$ cat config.mk
export PLATFORM = sky130hd
export DESIGN_NAME = psum_reduce_accum
export DESIGN_NICKNAME = d
export VERILOG_FILES = /design/src/rtl/psum_reduce_accum_pkg.sv /design/src/rtl/psum_reduce_accum_tree_stage.sv /design/src/rtl/psum_reduce_accum.sv
export SDC_FILE = /design/constraint.sdc
export NUM_CORES = 1
export LEC_CHECK = 0
export BUFFER_PORTS_ARGS = -buffer_cell sky130_fd_sc_hd__clkbuf_2
export CAP_MARGIN = 15
export CORE_MARGIN = 2
export CORE_UTILIZATION = 45
export CTS_CLUSTER_SIZE = 30
export DETAILED_ROUTE_END_ITERATION = 6
export PLACE_DENSITY = 0.65
export SYNTH_ARGS = -nofsm -noshare
export SYNTH_HDL_FRONTEND = slang
export SYNTH_HIERARCHICAL = 1
export SYNTH_SLANG_ARGS = --single-unit
$ cat constraint.sdc
create_clock -name clk -period 10.1 [get_ports clk]
set_input_delay 1.01 -clock clk [delete_from_list [all_inputs] [get_ports clk]]
set_output_delay 1.01 -clock clk [all_outputs]
set_load 0.02 [all_outputs]
$ cat src/rtl/psum_reduce_accum_pkg.sv
// Shared widths, saturation limits and FSM encoding for the partial-sum reduce/accumulate block.
package psum_reduce_accum_pkg;

    localparam int LANES = 8;
    localparam int IN_W  = 16;
    localparam int ACC_W = 32;
    localparam int CNT_W = 8;

    localparam logic [ACC_W-1:0] MAX_ACC = 32'h7FFF_FFFF;
    localparam logic [ACC_W-1:0] MIN_ACC = 32'h8000_0000;

    typedef enum logic {
        ST_IDLE  = 1'b0,
        ST_ACCUM = 1'b1
    } state_t;

endpackage

$ cat src/rtl/psum_reduce_accum_tree_stage.sv
// One registered pairwise-add level: N signed W-bit inputs become N/2 signed (W+1)-bit sums.
module psum_tree_stage #(
    parameter int N = 8,
    parameter int W = 16
) (
    input  logic                       clk,
    input  logic                       reset,
    input  logic                       clear,
    input  logic                       in_valid,
    input  logic [N*W-1:0]             in_data,
    output logic                       out_valid,
    output logic [(N/2)*(W+1)-1:0]     out_data
);

    localparam int M  = N / 2;
    localparam int OW = W + 1;

    logic [M*OW-1:0] sum;

    // One extra bit per level keeps the pair sum exact.
    always_comb begin
        sum = '0;
        for (int i = 0; i < M; i++) begin
            sum[i*OW +: OW] = {in_data[2*i*W + W - 1], in_data[2*i*W +: W]}
                            + {in_data[(2*i+1)*W + W - 1], in_data[(2*i+1)*W +: W]};
        end
    end

    always_ff @(posedge clk or negedge reset) begin
        if (!reset) begin
            out_valid <= 1'b0;
            out_data  <= '0;
        end else begin
            out_valid <= in_valid & ~clear;
            if (in_valid) begin
                out_data <= sum;
            end
        end
    end

endmodule

$ cat src/rtl/psum_reduce_accum.sv
// Reduces 8 partial sums per beat through a 3-level tree and accumulates a tile of beats
// into a saturating accumulator, emitting one result pulse per tile.
module psum_reduce_accum #(
    parameter int LANES = psum_reduce_accum_pkg::LANES,
    parameter int IN_W  = psum_reduce_accum_pkg::IN_W,
    parameter int ACC_W = psum_reduce_accum_pkg::ACC_W,
    parameter int CNT_W = psum_reduce_accum_pkg::CNT_W
) (
    input  logic                    clk,
    input  logic                    reset,
    input  logic                    in_valid,
    input  logic [LANES*IN_W-1:0]   in_sums,
    input  logic [CNT_W-1:0]        acc_len,
    input  logic                    clear,
    output logic                    out_valid,
    output logic [ACC_W-1:0]        out_acc,
    output logic                    out_ovf,
    output logic                    busy,
    output logic                    fsm_state
);

    import psum_reduce_accum_pkg::*;

    // Handshake: in_valid marks a beat that is always taken (no ready); out_valid is a
    // one-cycle pulse the consumer must accept; clear outranks in_valid.
    localparam int S1_W = IN_W + 1;
    localparam int S2_W = IN_W + 2;
    localparam int S3_W = IN_W + 3;

    // Narrower accumulators reuse the 32-bit limits shifted down arithmetically.
    localparam int SAT_SHIFT = psum_reduce_accum_pkg::ACC_W - ACC_W;
    localparam logic [ACC_W-1:0] SAT_MAX = ACC_W'($signed(MAX_ACC) >>> SAT_SHIFT);
    localparam logic [ACC_W-1:0] SAT_MIN = ACC_W'($signed(MIN_ACC) >>> SAT_SHIFT);

    logic                        v1, v2, v3;
    logic [(LANES/2)*S1_W-1:0]   s1;
    logic [(LANES/4)*S2_W-1:0]   s2;
    logic [S3_W-1:0]             s3;
    logic [CNT_W-1:0]            l1, l2, l3;

    psum_tree_stage #(.N(LANES), .W(IN_W)) u_stage1 (
        .clk(clk), .reset(reset), .clear(clear),
        .in_valid(in_valid), .in_data(in_sums), .out_valid(v1), .out_data(s1)
    );

    psum_tree_stage #(.N(LANES/2), .W(S1_W)) u_stage2 (
        .clk(clk), .reset(reset), .clear(clear),
        .in_valid(v1), .in_data(s1), .out_valid(v2), .out_data(s2)
    );

    psum_tree_stage #(.N(LANES/4), .W(S2_W)) u_stage3 (
        .clk(clk), .reset(reset), .clear(clear),
        .in_valid(v2), .in_data(s2), .out_valid(v3), .out_data(s3)
    );

    // Tile length travels with its beat so only the first beat's acc_len matters.
    always_ff @(posedge clk or negedge reset) begin
        if (!reset) begin
            l1 <= '0;
            l2 <= '0;
            l3 <= '0;
        end else begin
            if (in_valid) l1 <= acc_len;
            if (v1)       l2 <= l1;
            if (v2)       l3 <= l2;
        end
    end

    state_t              state, state_n;
    logic [ACC_W-1:0]    acc, acc_n;
    logic [CNT_W-1:0]    cnt, cnt_n, len, len_n;
    logic                sticky, sticky_n;
    logic                emit, emit_ovf;

    logic [ACC_W:0]      base, s3_ext, sum;
    logic                beat_ovf, sticky_acc;
    logic [ACC_W-1:0]    sat_val;
    logic [CNT_W-1:0]    first_len, len_use, cnt_inc;

    assign base       = (state == ST_ACCUM) ? {acc[ACC_W-1], acc} : '0;
    assign s3_ext     = {{(ACC_W + 1 - S3_W){s3[S3_W-1]}}, s3};
    assign sum        = base + s3_ext;
    assign beat_ovf   = sum[ACC_W] ^ sum[ACC_W-1];
    assign sat_val    = beat_ovf ? (sum[ACC_W] ? SAT_MIN : SAT_MAX) : sum[ACC_W-1:0];
    assign sticky_acc = ((state == ST_ACCUM) & sticky) | beat_ovf;
    assign first_len  = (l3 == '0) ? CNT_W'(1) : l3;
    assign len_use    = (state == ST_IDLE) ? first_len : len;
    assign cnt_inc    = ((state == ST_IDLE) ? '0 : cnt) + CNT_W'(1);

    always_comb begin
        state_n  = state;
        acc_n    = acc;
        cnt_n    = cnt;
        len_n    = len;
        sticky_n = sticky;
        emit     = 1'b0;
        emit_ovf = 1'b0;
        if (v3) begin
            acc_n    = sat_val;
            cnt_n    = cnt_inc;
            sticky_n = sticky_acc;
            state_n  = ST_ACCUM;
            if (state == ST_IDLE) begin
                len_n = first_len;
            end
            if (cnt_inc == len_use) begin
                emit     = 1'b1;
                emit_ovf = sticky_acc;
                acc_n    = '0;
                cnt_n    = '0;
                sticky_n = 1'b0;
                state_n  = ST_IDLE;
            end
        end
    end

    always_ff @(posedge clk or negedge reset) begin
        if (!reset) begin
            state     <= ST_IDLE;
            acc       <= '0;
            cnt       <= '0;
            len       <= '0;
            sticky    <= 1'b0;
            out_valid <= 1'b0;
            out_acc   <= '0;
            out_ovf   <= 1'b0;
        end else if (clear) begin
            state     <= ST_IDLE;
            acc       <= '0;
            cnt       <= '0;
            sticky    <= 1'b0;
            out_valid <= 1'b0;
            out_ovf   <= 1'b0;
        end else begin
            state     <= state_n;
            acc       <= acc_n;
            cnt       <= cnt_n;
            len       <= len_n;
            sticky    <= sticky_n;
            out_valid <= emit;
            out_ovf   <= emit & emit_ovf;
            if (emit) begin
                out_acc <= sat_val;
            end
        end
    end

    assign busy      = v1 | v2 | v3 | (state == ST_ACCUM);
    assign fsm_state = (state == ST_ACCUM);

endmodule

======== Word-level counts from Yosys, hierarchy flattened ========
Index checks and enable logic that the tools add are counted.
operators by class
  add/subtract/negate cells ............... 9
  eq/ne operators ......................... 1
  muxes and demuxes ....................... 24
  bitwise operators ....................... 11
  reduce and logical (&&, ||, !) cells .... 4
operators by type and width
  cell                                         count
  2-to-1 mux 32 bit                            5
  adder 16 x 16 -> 17 bit                      4
  2-to-1 mux 8 bit                             6
  adder 17 x 17 -> 18 bit                      2
  adder 33 bit                                 1
  2-to-1 mux 33 bit                            1
  adder 18 x 18 -> 19 bit                      1
  2-to-1 mux 1 bit                             12
  adder 8 x 1 -> 8 bit, second input constant  1
  equality test 8 bit                          1
  zero test 8 bit                              1
  bitwise AND 1 bit                            5
  OR 1 bit                                     4
  AND reduction 2 bit                          2
  nonzero test 2 bit                           1
  inverter 1 bit                               1
  XOR 1 bit                                    1
storage, ports and cells
  register bits ........................... 234
  input port bits ......................... 140
  logic and storage cells ................. 66

======== Longest topological paths before layout ========
  depth after elaboration ................. 8
  gate-level depth with buffers ........... 16
  mapped depth without buffers ............ 12

======== By module ========
The synthesis kept the hierarchy.
modules (own cells, without submodules)
  module                      times used  cells an instance  area an instance (um2)  seq. area each (um2)
  psum_reduce_accum           1           671                6501.2                  2702.6
  psum_tree_stage (u_stage1)  1           645                5816.8                  1726.7
  psum_tree_stage (u_stage2)  1           335                3075.4                  925.9
  psum_tree_stage (u_stage3)  1           186                1675.4                  500.5

======== Worst setup path after synthesis ========
No wires, ideal clock.
  path kind ............................... register -> register
  start point ............................. reg state, in the netlist fsm_state
  end point ............................... reg acc[17]
  arrival time ............................ 3.520 ns
  setup slack ............................. 6.454 ns
  cell stages (with the launch flop) ...... 16
  period minus slack after synthesis ...... 3.646 ns
  cell sequence ........................... dfrtp_1 buf_2 clkbuf_1 clkbuf_1 and2_1 ha_1 and4_1 a32oi_1 and3_1 a22oi_2 nor4b_4 a31o_4 mux2_2 and2_4 buf_2 a221o_1
on the way
  longest elaborated chain between the ends .. 7
ends and longest elaborated chain
  element                                         RTL line                                          RTL
  start: declaration                              psum_reduce_accum.sv:69                           state_t state, state_n;
  start signal: assignment                        psum_reduce_accum.sv:135                          state <= state_n;
  2-to-1 mux 33 bit                               psum_reduce_accum.sv:80                           assign base = (state == ST_ACCUM) ? {acc[ACC_W-1], acc} : '0;
  adder 33 bit                                    psum_reduce_accum.sv:82                           assign sum = base + s3_ext;
  2-to-1 mux 32 bit or XOR 1 bit (tied branches)  psum_reduce_accum.sv:84, psum_reduce_accum.sv:83
  2-to-1 mux 32 bit                               psum_reduce_accum.sv:84                           assign sat_val = beat_ovf ? (sum[ACC_W] ? SAT_MIN : SAT_MAX) : sum[ACC_W-1:0];
  2-to-1 mux 32 bit (*)                           psum_reduce_accum.sv:106                          if (cnt_inc == len_use) begin
  2-to-1 mux 32 bit (*)                           psum_reduce_accum.sv:98                           if (v3) begin
  2-to-1 mux 32 bit (*)                           psum_reduce_accum.sv:127                          end else if (clear) begin
  end signal: assignment                          psum_reduce_accum.sv:136                          acc <= acc_n;
  end: declaration                                psum_reduce_accum.sv:70                           logic [ACC_W-1:0] acc, acc_n;
Mark *: on every way between the ends. The rest lies on a longest branch, timed or not. The select of a mux whose other input is x is not followed.
A chain may end at the register's enable or synchronous reset.

======== Final worst setup path ========
  start point ............................. reg state, in the netlist fsm_state
  end point ............................... reg out_acc[27]
on the way
  longest elaborated chain between the ends .. 6
ends and longest elaborated chain
  element                        RTL line                  RTL
  2-to-1 mux 8 bit               psum_reduce_accum.sv:88   assign cnt_inc = ((state == ST_IDLE) ? '0 : cnt) + CNT_W'(1);
  adder 8 x 1 -> 8 bit           psum_reduce_accum.sv:88
  equality test 8 bit            psum_reduce_accum.sv:106
  2-to-1 mux 1 bit               psum_reduce_accum.sv:106
  2-to-1 mux 1 bit               psum_reduce_accum.sv:98
  AND reduction 2 bit (no line)  -
  end signal: assignment         psum_reduce_accum.sv:143  out_acc <= sat_val;
  end: declaration               psum_reduce_accum.sv:16   output logic [ACC_W-1:0] out_acc,
Several ways; a longest one is shown, not always the timed one.

==> summary.md <==
| Metric | Value |
|---|---|
| Status | finished clean |
| Diodes inserted | 0 |
| FF-to-FF setup slack | 5880 ps |
| Area growth from synthesis to final layout | 13.3% |
| Main synth FF type | dfrtp_1 |
| Seq/Total Area, Yosys | 0.343 |
| Startpoint Class | flip-flop |
| I/O pins | 176 |
| DR WL met3 | 1500 um |
| FFs w/ async S/R, synth | 1.00 |
| Core area | 37,500 um2 |
| Int Power | 0.00268 W |
| Setup WS pre-CTS | 5740 ps |
| Post-DP HPWL | 31,900 um |
| Slew HR | 0.396 |
| Switch Pwr | 0.00171 W |
| Largest family of logic cells by synthesized area | compound AO/OA/AOI/OAI gates |
| Fin nets | 2,272 |
| Post-synth EDFFs | 0 |
| FMAX | 0.237 GHz |
| CTS sink cnt | 234 |
| Synth Area in Adders | 0.119 |
| Post-cts sizing count | 0 |
| CTS Hold Buffers Added | 0 |
| Clock share of power | 0.240 |
| Worst R2R Start | fsm_state |
| Initial drt markers | 930 |
| Clock-pin slew on the worst setup and hold paths | 60 ps |
| CTS tree | built |
| WL/cell | 16.8 um |
| Initial antenna violation count | 0 |
| Syn_area_per_cell | 9.29 um2 |
| Yosys warning count | 6 |
| Final Max Tran Viols | 0 |
| WL met2 | 19,700 um |
| Most frequent cells in the layout | dfrtp_1, clkbuf_2, nand2_1 |
| Synth unique cells | 92 |
| P_leak | 8.89 nW |
| Clock Skews | 9.12 ps |
| Seq pwr share | 0.304 |
| Peak supply drop | 98.5 uV |
| # rows | 71 |
| Start point of the critical path | fsm_state |
| Final Cycle Share | 0.418 |
| CTS root buf | clkbuf_16 |
| Switching Fraction | 0.389 |
| Layout cells sized above 1 | 0.184 |
| Multiplexer share of the synthesized area | 0.0647 |
| Synth Area in XOR/XNOR | 0.0540 |
| PwrDens | 227 nW/um2 |
| GRT Total Usage | 0.214 |
| Min-delay src | out_acc[8] |
| Initial Utilization | 0.455 |
| DRT Pass-1 Iters | 5 |
| Most common cell after layout, fill and taps aside | dfrtp_1 |
| Post-DRT Antenna Nets | 0 |
| DIE AREA | 39,500 um2 |
| Fin cells | 2,505 |
| Final worst slack | 5880 ps |
| Syn_nets | 2,134 |
| Hold Fails Final Rpt | 0 |
| DR vias/cell | 5.72 |
| Hold Path Class | flip-flop to flip-flop |
| Synthesized area | 17,100 um2 |
| Vias in the first global route | 13,700 |
| Complex-gate fraction of the synthesized area | 0.238 |
| Largest net degree at the start of global routing | 98 |
| CP Data Required Time | 10,510 ps |
| Die H | 199 um |
| Critical path capture point type | flip-flop |
| Worst Max-Slew Pin Slew | 905 ps |
| Worst Path Max Fanout | 56 |
| Setup CP Type | flip-flop to flip-flop |
| GRT overflow | 0 |
| Post-CTS setup buffers | 0 |
| Max-cap viol count | 0 |
| Post-Place Cells | 2,456 |
| DRC Markers | 0 |
| Clock buffer depth | 3 |
| Final setup violation count | 0 |
| Setup TNS | 0 ps |
| Minimum clock period | 4220 ps |
| Via count | 14,300 |
| Yosys reg bits | 234 |
| Routed WL | 42,100 um |
| Routability cong. | 0.892 |
| Buffers on Ports | 175 |
| RSZ-0062 raised after global routing | false |
| Fill cells | 3,564 |
| Global-route wire length before repair | 70,000 um |
| Worst hold slack | 476 ps |
| Simple-gate share of the synthesized area | 0.150 |
| Uppermost layer routed | met4 |
| Synthesized instance count | 1,837 |
| CTS H-tree lvls | 1 |
| Met1 WL | 20,200 um |
| Die W | 199 um |
| Total CTS buffers | 27 |
| Worst EP arrival | 4630 ps |
| Clk_lat worst skew | 530 ps |
| Logic pwr share | 0.456 |
[per-layer routing]
metal	up-vias	global-route usage
met4	0	0.0470
met1	6864	0.302
met3	45	0.0214
met2	285	0.354
met5	-	0
li1	7133	-
[cells by family (layout without fill, tap and decap cells)]
family	Yosys count	after routing
buffers and inverters	132	289
DFF	234	234
xor gates and xnor gates	102	102
and+or+nand+nor	517	517
adders and majority gates	157	157
muxes	98	98
AOI/OAI and AO/OA	597	597
[critical path: stages (launching register included)]
cell	delay (ps)
dfrtp_1	790
buf_4	360
nand2_1	120
inv_1	70
ha_1	200
and3_1	210
and3_1	220
xnor3_1	220
a41oi_1	220
a211o_1	130
or2_2	660
clkinv_1	500
mux2_2	390
[sequential cells by signal, indices dropped and copies added, names as in the netlist, 19 cells and up]
register	count
u_stage2/out_data	36
u_stage3/out_data	19
out_acc	32
acc	32
u_stage1/out_data	68
[power by group through the flow]
stage | sequential [W] | clock, W | combinational (W)
after detailed placement | 0.00135 | 0 | 0.00198
after global placement | 0.00135 | 0 | 0.00196
final | 0.00133 | 0.00105 | 0.00200
after global routing | 0.00136 | 0.00112 | 0.00225
after floorplan | 0.00129 | 0 | 0.00153
after CTS | 0.00134 | 0.00108 | 0.00200
[per-stage QoR]
stage | utilization | power [W] | instance area, um2
2_1_floorplan | - | 0.00282 | 17100
3_5_place_dp | 0.489 | 0.00333 | 18300
5_1_grt | 0.516 | 0.00473 | 19300
6_report | 0.516 | 0.00439 | 19300
3_3_place_gp | 0.489 | 0.00331 | 18300
4_1_cts | 0.515 | 0.00442 | 19300
[final timing paths]
path | end | cells past startpoint
worst max-delay path | out_acc[27] | 12
worst max register to register | out_acc[27] | 12
max in group asynchronous | u_stage3/out_data[10] | 2
worst min register to register | out_acc[8] | 2
min in group asynchronous | out_acc[3] | 1
worst min-delay path | out_acc[8] | 2
[synth_stat cells, types with 4 or more instances]
library cell	instances	area [um2]
nor4b_1	6	52.6
o22ai_1	5	31.3
or2_2	7	43.8
a21o_1	51	383
or3_1	9	56.3
o21ai_0	120	601
clkbuf_1	51	191
a31oi_1	18	113
ha_1	149	1860
a21oi_1	152	761
o2bb2ai_1	10	87.6
and2_1	38	238
dfrtp_1	234	5860
a221oi_1	4	35.0
xor2_1	36	315
nand4_1	29	181
o31ai_1	11	82.6
nor3b_1	9	67.6
xnor2_1	64	561
a31o_2	5	43.8
o211ai_1	22	165
inv_1	53	199
nor3_1	22	110
and3_1	17	106
a2111oi_0	6	52.6
nand2b_1	11	68.8
nand3b_1	5	37.5
o21a_1	18	135
a22o_1	9	78.8
nand2_1	169	634
a221o_1	22	220
o311ai_0	4	35.0
nor4_1	4	25.0
a211oi_1	39	293
mux2_2	94	1060
nand3_1	51	255
nor2b_1	16	100
o21bai_1	15	113
fa_1	8	160
o21ai_1	14	70.1
nor2_1	104	390
o221ai_1	10	87.6
buf_2	20	100
a211o_1	15	131
[cell type report]
| cell class | count | area, um2 | share of cell area |
|---|---|---|---|
| sequential | 234 | 5860 | 0.303 |
| clock buffer | 36 | 779 | 0.0403 |
| timing repair buffer | 186 | 978 | 0.0506 |
| inverter | 55 | 206 | 0.0107 |
| clock inverter | 12 | 195 | 0.0101 |
| multi-input combinational | 1471 | 10700 | 0.552 |
| tap | 511 | 639 | 0.0331 |
(Power assumes the default switching activity.)
